File: config.mk
export PLATFORM = sky130hd
export DESIGN_NAME = audio_out
export DESIGN_NICKNAME = d
export VERILOG_FILES = /design/src/rtl/audio_out.sv
export SDC_FILE = /design/constraint.sdc
export NUM_CORES = 1
export LEC_CHECK = 0
export BUFFER_PORTS_ARGS = -buffer_cell sky130_fd_sc_hd__buf_2
export CORE_AREA = 10 10 99 92
export CTS_BUF_LIST = sky130_fd_sc_hd__clkbuf_16
export DETAILED_ROUTE_END_ITERATION = 16
export DIE_AREA = 0 0 109 102
export PLACE_DENSITY = 0.68
export SLEW_MARGIN = 0
export SYNTH_ARGS = -nofsm -noshare
export SYNTH_HDL_FRONTEND = slang
export SYNTH_SLANG_ARGS = --single-unit
File: constraint.sdc
create_clock -name clk -period 1.4 [get_ports clk]
set_input_delay 0.28 -clock clk [delete_from_list [all_inputs] [get_ports clk]]
set_output_delay 0.28 -clock clk [all_outputs]
set_load 0.1 [all_outputs]
File: src/rtl/audio_out.sv
// I2S master transmitter: one 16-bit stereo pair per 64-BCLK-half frame, MSB first, one-bit delay.
// A pair held before the load slot is sent at that slot; upstream stalls on in_ready while the hold is full.
module audio_out #(
   parameter int BCLK_DIV = 4
) (
   input  logic        clk,
   input  logic        rst,
   input  logic [15:0] in_left,
   input  logic [15:0] in_right,
   input  logic        in_valid,
   output logic        in_ready,
   output logic        BCLK,
   output logic        LRCLK,
   output logic        DACDAT,
   output logic        frame_start,
   output logic        underrun
);

   localparam int DW = (BCLK_DIV > 1) ? $clog2(BCLK_DIV) : 1;

   logic [DW-1:0] div_cnt;
   logic [4:0]    bit_cnt;
   logic [4:0]    bit_nxt;
   logic [31:0]   sr;
   logic [15:0]   hold_left;
   logic [15:0]   hold_right;
   logic          hold_full;
   logic          tc;
   logic          fall;
   logic          load;
   logic          accept;

   always_comb begin
      tc          = (div_cnt == DW'(BCLK_DIV - 1));
      fall        = tc && BCLK;
      load        = fall && (bit_cnt == 5'd0);
      bit_nxt     = bit_cnt + 5'd1;
      in_ready    = !rst && !hold_full;
      accept      = in_valid && in_ready;
      frame_start = !rst && fall && (bit_cnt == 5'd31);
      underrun    = !rst && load && !hold_full;
   end

   assign DACDAT = sr[31];

   always_ff @(posedge clk) begin
      if (rst) begin
         div_cnt    <= '0;
         BCLK       <= 1'b0;
         bit_cnt    <= 5'd31;
         LRCLK      <= 1'b1;
         sr         <= '0;
         hold_left  <= '0;
         hold_right <= '0;
         hold_full  <= 1'b0;
      end else begin
         if (tc) begin
            div_cnt <= '0;
            BCLK    <= ~BCLK;
         end else begin
            div_cnt <= div_cnt + DW'(1);
         end

         if (fall) begin
            bit_cnt <= bit_nxt;
            LRCLK   <= bit_nxt[4];
            // An empty hold replays the last pair rather than going silent.
            if (load)
               sr <= {hold_left, hold_right};
            else
               sr <= {sr[30:0], 1'b0};
         end

         // The load above always reads the pre-edge hold, so a same-cycle accept waits a frame.
         if (accept) begin
            hold_left  <= in_left;
            hold_right <= in_right;
            hold_full  <= 1'b1;
         end else if (load) begin
            hold_full  <= 1'b0;
         end
      end
   end

endmodule
==> results of run 1 <==
==> worst max path at each step <==
| stage | startpoint | end | slack, ns | cells after the start |
|---|---|---|---|---|
| floorplan | BCLK | underrun | -0.69 | 5 |
| global placement | bit_cnt[1] | underrun | -0.17 | 6 |
| detailed placement | bit_cnt[1] | sr[18] | -0.20 | 6 |
| CTS | bit_cnt[0] | underrun | -0.46 | 6 |
| global route | bit_cnt[1] | underrun | -0.52 | 6 |
| finish | bit_cnt[1] | underrun | -0.44 | 6 |
==> power breakdown <==
part	switching (mW)	total (mW)	leakage, nW	internal, mW
Clock	0.842	2.58	0.162	1.74
Combinational	0.176	0.312	0.644	0.136
Sequential	0.0533	2.23	0.594	2.17
==> cells by family after synthesis <==
group                      count (synthesis)
and+or+nand+nor                          151
buffers and inverters                     33
xor gates and xnor gates                   3
DFF                                       73
AOI/OAI and AO/OA                         98
adders and majority gates                  4
==> flip-flops by register name (all words and copies together) (netlist names) <==
register and flops:
sr 32, hold_left 16, hold_right 16, bit_cnt 4
div_cnt 2, BCLK 1, LRCLK 1, hold_full 1
==> repair_timing <==
| item | 4_1_cts | 5_1_grt |
|---|---|---|
| hold buffers | 0 | 0 |
| pin swaps | 3 | 0 |
| buffers inserted | 2 | 0 |
| resized for setup | 7 | 5 |
| setup endpoints to repair | 36 | 35 |
==> Yosys cell counts (all sizes together) <==
cell type  instances  area share [%]
a21oi              1            0.17
a31o               1            0.31
a31oi             31             6.8
and2               1            0.22
and3               2            0.48
buf               15             3.3
clkbuf            15             2.1
clkinv             1            0.13
dfxtp             73              51
ha                 4             1.7
inv                2            0.26
nand2            134              18
nand3              5            0.87
nor2               2            0.26
nor3               2            0.35
nor3b              2            0.52
nor4b              1            0.83
o211ai             1            0.26
o21ai             64              11
or3                1            0.22
or4b               1            0.35
xnor2              2            0.61
xor2               1            0.31
==> stage by stage <==
step / instances / instance area (um2) / hold slack, ns / utilization (%) / setup slack, ns
2_1_floorplan: 362 / 2930 / 0.389 / - / -0.694
4_1_cts: 500 / 3690 / 0.128 / 52.8 / -0.464
6_report: 500 / 3710 / 0.142 / 52.9 / -0.438
3_3_place_gp: 482 / 3310 / 0.415 / 47.3 / -0.167
5_1_grt: 500 / 3710 / 0.135 / 52.9 / -0.524
3_5_place_dp: 482 / 3310 / 0.423 / 47.3 / -0.203
==> routing by layer <==
layer | part of all wire (%) | GRT usage (%)
met1 | 45 | 12.7
met2 | 48 | 20.1
met3 | 5.9 | 4.72
met4 | 0.86 | 5.27
met5 | 0 | 0
==> placed cells by master (no fill, tap or decap), types with 2 or more instances in the layout <==
| master | instances |
|---|---|
| o21ai_0 | 64 |
| inv_2 | 2 |
| dfxtp_4 | 2 |
| ha_2 | 2 |
| clkbuf_16 | 9 |
| buf_4 | 16 |
| dfxtp_2 | 3 |
| nand3_1 | 5 |
| buf_12 | 9 |
| bufinv_16 | 3 |
| nand2_2 | 2 |
| nand2_1 | 131 |
| xnor2_1 | 2 |
| a31oi_1 | 31 |
| dfxtp_1 | 68 |
| clkinvlp_4 | 2 |
| buf_2 | 34 |
==> cell type report <==
type / count / area (um2) / area share [%]
multi-input combinational: 256 / 1290 / 34.9
clock inverter: 7 / 119 / 3.21
sequential: 73 / 1470 / 39.7
tap: 93 / 116 / 3.14
clock buffer: 9 / 225 / 6.07
timing repair buffer: 59 / 470 / 12.7
inverter: 3 / 11.3 / 0.304
==> critical path, stage by stage (launching register included) <==
cell	delay, ns
dfxtp_2	0.33
inv_2	0.08
ha_4	0.13
nor4b_4	0.25
nand2_4	0.08
nor3_4	0.16
buf_12	0.20
==> reports/qor.txt, run 1 <==
IO Pins: 41
CP max FO: 3
Clock Latency Late Sink: 0.33 ns
Area Overhead vs Synth: 29.5%
First-pass DRT Iterations: 4
DR iter-0 viols: 116
syn_nets: 401
Total Power Consumption: 5.12 mW
status: finished with violations
dpl hpwl: 4.03 mm
post-synthesis adder-cell area fraction: 1.75%
Worst EP arrival: 1.56 ns
Post-Synth XOR/XNOR Area: 0.918%
RSZ-0062 raised after global routing: yes
reg-to-reg critical path startpoint: bit_cnt[1]
Num CTS Buffers: 9
Starting Density: 40.9%
Hold Crit Class: in2reg
hold depth: 3
Slew Limit Headroom: 78.0%
post-synthesis register bit count: 73
crit path kind: reg2out
beginning of the worst hold path: in_right[10]
Layout fillers: 651
final slew viol count: 0
compound-gate portion of the synthesized area: 18.7%
clock tree from TritonCTS: yes
clock skew: 0.00706 ns
RePlAce Congestion: 0.750
Critical Path Source Type: flip-flop
Final min period: 1.84 ns
Max H-tree Level: 3
Fmax: 0.544 GHz
CTS sink count: 73
vias in the first global route: 2392
initial antenna violation count: 1
yosys warns: 0
core area: 0.00700 mm2
largest family of logic cells by synthesized area: simple AND/OR/NAND/NOR gates
clock buffer depth: 2
violated checks: setup timing
clock transition at the registers of the reported paths: 0.06 ns
layout cells sized above 1: 23.6%
PortBufs: 40
Ant. Diodes: 0
worst reg2reg path depth: 6
mux cell area share after synthesis: 0%
row count: 29
full die area: 0.0111 mm2
reg2reg setup slack: -0.13 ns
slew of the pin with the lowest slew margin: 0.330 ns
first-pass GRT wire length: 10.6 mm
DRC Markers: 0
CP Capture Type: primary output
nets: 441
total negative slack: -4.29 ns
Mean Syn Cell Area: 7.91 um2
Via Count: 2427
largest net degree at the start of global routing: 39
Final Setup Violations: 34
Root Buffer Master: clkbuf_16
GRT overflow: 0
Synth Area in Simple Gates: 21.9%
FF-to-FF End: sr[11]
worst hold path endpoint: hold_right[10]
Max-Cap Viols: 0
All-Layer GR Usage: 11.8%
VDD IR max: 0.872 mV
Die H: 102 um
fin worst setup slack: -0.438 ns
Fin. Hold Viols: 0
CP Data Required Time: 1.12 ns
LEAKAGE: 1.40 nW
power density cells: 1380 mW/mm2
Gate Count Post-Synth: 362
Mapped Area: 0.00286 mm2
sequential cell area fraction in the yosys report: 51.0%
library cells used by synthesis: 27
fin crit share: 131%
die span in x: 109 um
WL per Instance: 12.3 um
post-route ant nets: 0
Total Routed Length: 6.14 mm
Vias/cell: 4.85
Note: power is estimated with default switching activity, not from simulation.
==> run 2, diff against run 1 <==
Settings changed: PLACE_DENSITY 0.68 to 0.58.
==> run 2 against run 1 <==
  * The flow still finishes with violations (setup timing)
  * Clock skew down 0.0021 ns
  * Final area shrank 2.7%
  * Global-route usage down 0.23 points
  * Register-to-register slack got worse by 0.04 ns
  * Sequential power about the same
  * Critical path depth unchanged
  * Sequential share of layout area increased by 1.3 points
  * Die area unchanged
==> reports/qor.txt, run 2 (same netlist as run 1, synthesis figures left out) <==
VDD IR max: 0.630 mV (was 0.872 mV)
IO Pins: 41 (unchanged)
DRC Markers: 0 (unchanged)
Root Buffer Master: clkbuf_16 (unchanged)
most common cell after layout, fill and taps aside: nand2_1 (unchanged)
beginning of the worst hold path: in_left[3] (was in_right[10])
PortBufs: 40 (unchanged)
First-pass DRT Iterations: 4 (unchanged)
reg-to-reg critical path startpoint: bit_cnt[1] (unchanged)
row count: 29 (unchanged)
Total Routed Length: 6.32 mm (was 6.14 mm)
Clock Latency Late Sink: 0.32 ns (was 0.33 ns)
slew of the pin with the lowest slew margin: 0.345 ns (was 0.330 ns)
clock transition at the registers of the reported paths: 0.05 ns (was 0.06 ns)
clock buffer depth: 2 (unchanged)
fin worst setup slack: -0.434 ns (was -0.438 ns)
All-Layer GR Usage: 11.6% (was 11.8%)
Fin. Hold Viols: 0 (unchanged)
commonest cells after routing, fill and taps aside: nand2_1, dfxtp_1, o21ai_0 (unchanged)
core area: 0.00700 mm2 (unchanged)
Slew Limit Headroom: 77.0% (was 78.0%)
Vias/cell: 4.93 (was 4.85)
Area Overhead vs Synth: 26.0% (was 29.5%)
crit path launch: bit_cnt[1] (unchanged)
nets: 440 (was 441)
Layout fillers: 699 (was 651)
final slew viol count: 0 (unchanged)
number of flip-flops in the largest register: 32 (unchanged)
worst reg2reg path depth: 6 (unchanged)
Die H: 102 um (unchanged)
Max-Cap Viols: 0 (unchanged)
Starting Density: 40.9% (unchanged)
Reg area: 0.00148 mm2 (was 0.00147 mm2)
Layout Cells excl Fill: 496 (was 500)
crit path kind: reg2out (unchanged)
WL per Instance: 12.7 um (was 12.3 um)
Worst EP arrival: 1.55 ns (was 1.56 ns)
Fmax: 0.545 GHz (was 0.544 GHz)
CTS sink count: 73 (unchanged)
Placed Cells: 481 (was 482)
largest net degree at the start of global routing: 66 (was 39)
layout cells sized above 1: 22.3% (was 23.6%)
CP max FO: 3 (unchanged)
die span in x: 109 um (unchanged)
Num CTS Buffers: 9 (unchanged)
Ant. Diodes: 0 (unchanged)
GRT overflow: 0 (unchanged)
RePlAce Congestion: 0.754 (was 0.750)
full die area: 0.0111 mm2 (unchanged)
Via Count: 2446 (was 2427)
Max H-tree Level: 3 (unchanged)
initial antenna violation count: 0 (was 1)
Top Registers: sr: 32 flops, hold_left: 16 flops, hold_right: 16 flops (unchanged)
fin crit share: 131% (about the same)
Hold Crit Class: in2reg (unchanged)
clock tree from TritonCTS: yes (unchanged)
Biggest register: sr (unchanged)
post-route ant nets: 0 (unchanged)
DR iter-0 viols: 110 (was 116)
Worst Setup EP: underrun (unchanged)
clock skew: 0.00497 ns (was 0.00706 ns)
Final min period: 1.83 ns (was 1.84 ns)
first-pass GRT wire length: 10.5 mm (was 10.6 mm)
FF-to-FF End: sr[25] (was sr[11])
CP Capture Type: primary output (unchanged)
power density cells: 1230 mW/mm2 (was 1380 mW/mm2)
final hold slack: 0.149 ns (was 0.142 ns)
multi-input logic area: 0.00132 mm2 (was 0.00129 mm2)
reg2reg setup slack: -0.17 ns (was -0.13 ns)
Final Setup Violations: 34 (unchanged)
Total Power Consumption: 4.45 mW (was 5.12 mW)
dpl hpwl: 4.03 mm (about the same)
vias in the first global route: 2257 (was 2392)
CP Data Required Time: 1.12 ns (about the same)
violated checks: setup timing (unchanged)
status: finished with violations (unchanged)
Critical Path Source Type: flip-flop (unchanged)
RSZ-0062 raised after global routing: yes (unchanged)
LEAKAGE: 1.36 nW (was 1.40 nW)
-- run 2: cell types whose count changed in the layout (fill, tap and decap cells not counted), sizes merged --
cell	change
clkinvlp	-2
buf	-1
inv	+2
bufinv	-3
-- run 2: critical path: stages (launching register included) --
cell and delay, ns:
dfxtp_4 0.36, inv_4 0.06, ha_4 0.12, nor4b_4 0.25
nand2_4 0.08, nor3_4 0.15, buf_12 0.20
-- run 2: worst min-delay path by stage --
stage,endpoint,slack (ns),cells past startpoint
after floorplan,hold_left[0],0.39,2
after global placement,div_cnt[0],0.41,1
after detailed placement,div_cnt[0],0.42,1
after CTS,hold_left[3],0.14,3
after global routing,hold_right[3],0.14,3
final,hold_left[3],0.15,3
-- run 2: final cells by class --
cell class,instances,area share (%)
Clock buffer,9,6.24
Clock inverter,4,0.451
Inverter,3,0.382
Multi-Input combinational cell,256,36.5
Sequential cell,73,41.0
Tap cell,93,3.23
Timing Repair Buffer,58,12.2
-- run 2: repair_timing --
| item | in CTS | in global routing |
|---|---|---|
| hold buffers | 0 | 0 |
| pin swaps | 4 | 1 |
| buffers inserted | 2 | 1 |
| endpoints found under the setup margin | 36 | 36 |
| resized for setup | 13 | 7 |
-- run 2: stage by stage --
stage	TNS (ns)	area [um2]	worst slack, ns	utilization (%)
after global placement	-4.04	3280	-0.159	46.8
after floorplan	-2.96	2930	-0.694	-
after detailed placement	-5.50	3280	-0.189	46.8
final	-4.94	3610	-0.434	51.5
after CTS	-5.22	3570	-0.457	51.0
after global routing	-8.72	3610	-0.519	51.5
-- run 2: power by group --
group          internal (mW)  leakage (nW)  switching (mW)
logic                  0.132         0.635           0.175
clock network           1.14         0.127           0.774
registers               2.17         0.594          0.0556
total                   3.45          1.36            1.00
-- run 2: routing by layer --
layer	up-vias	part of all wire [%]	track usage, %
met1	1101	49	14.6
met3	7	5.6	5.16
met5	-	0	0
met2	50	44	17.7
met4	0	0.81	2.74
li1	1288	-	-
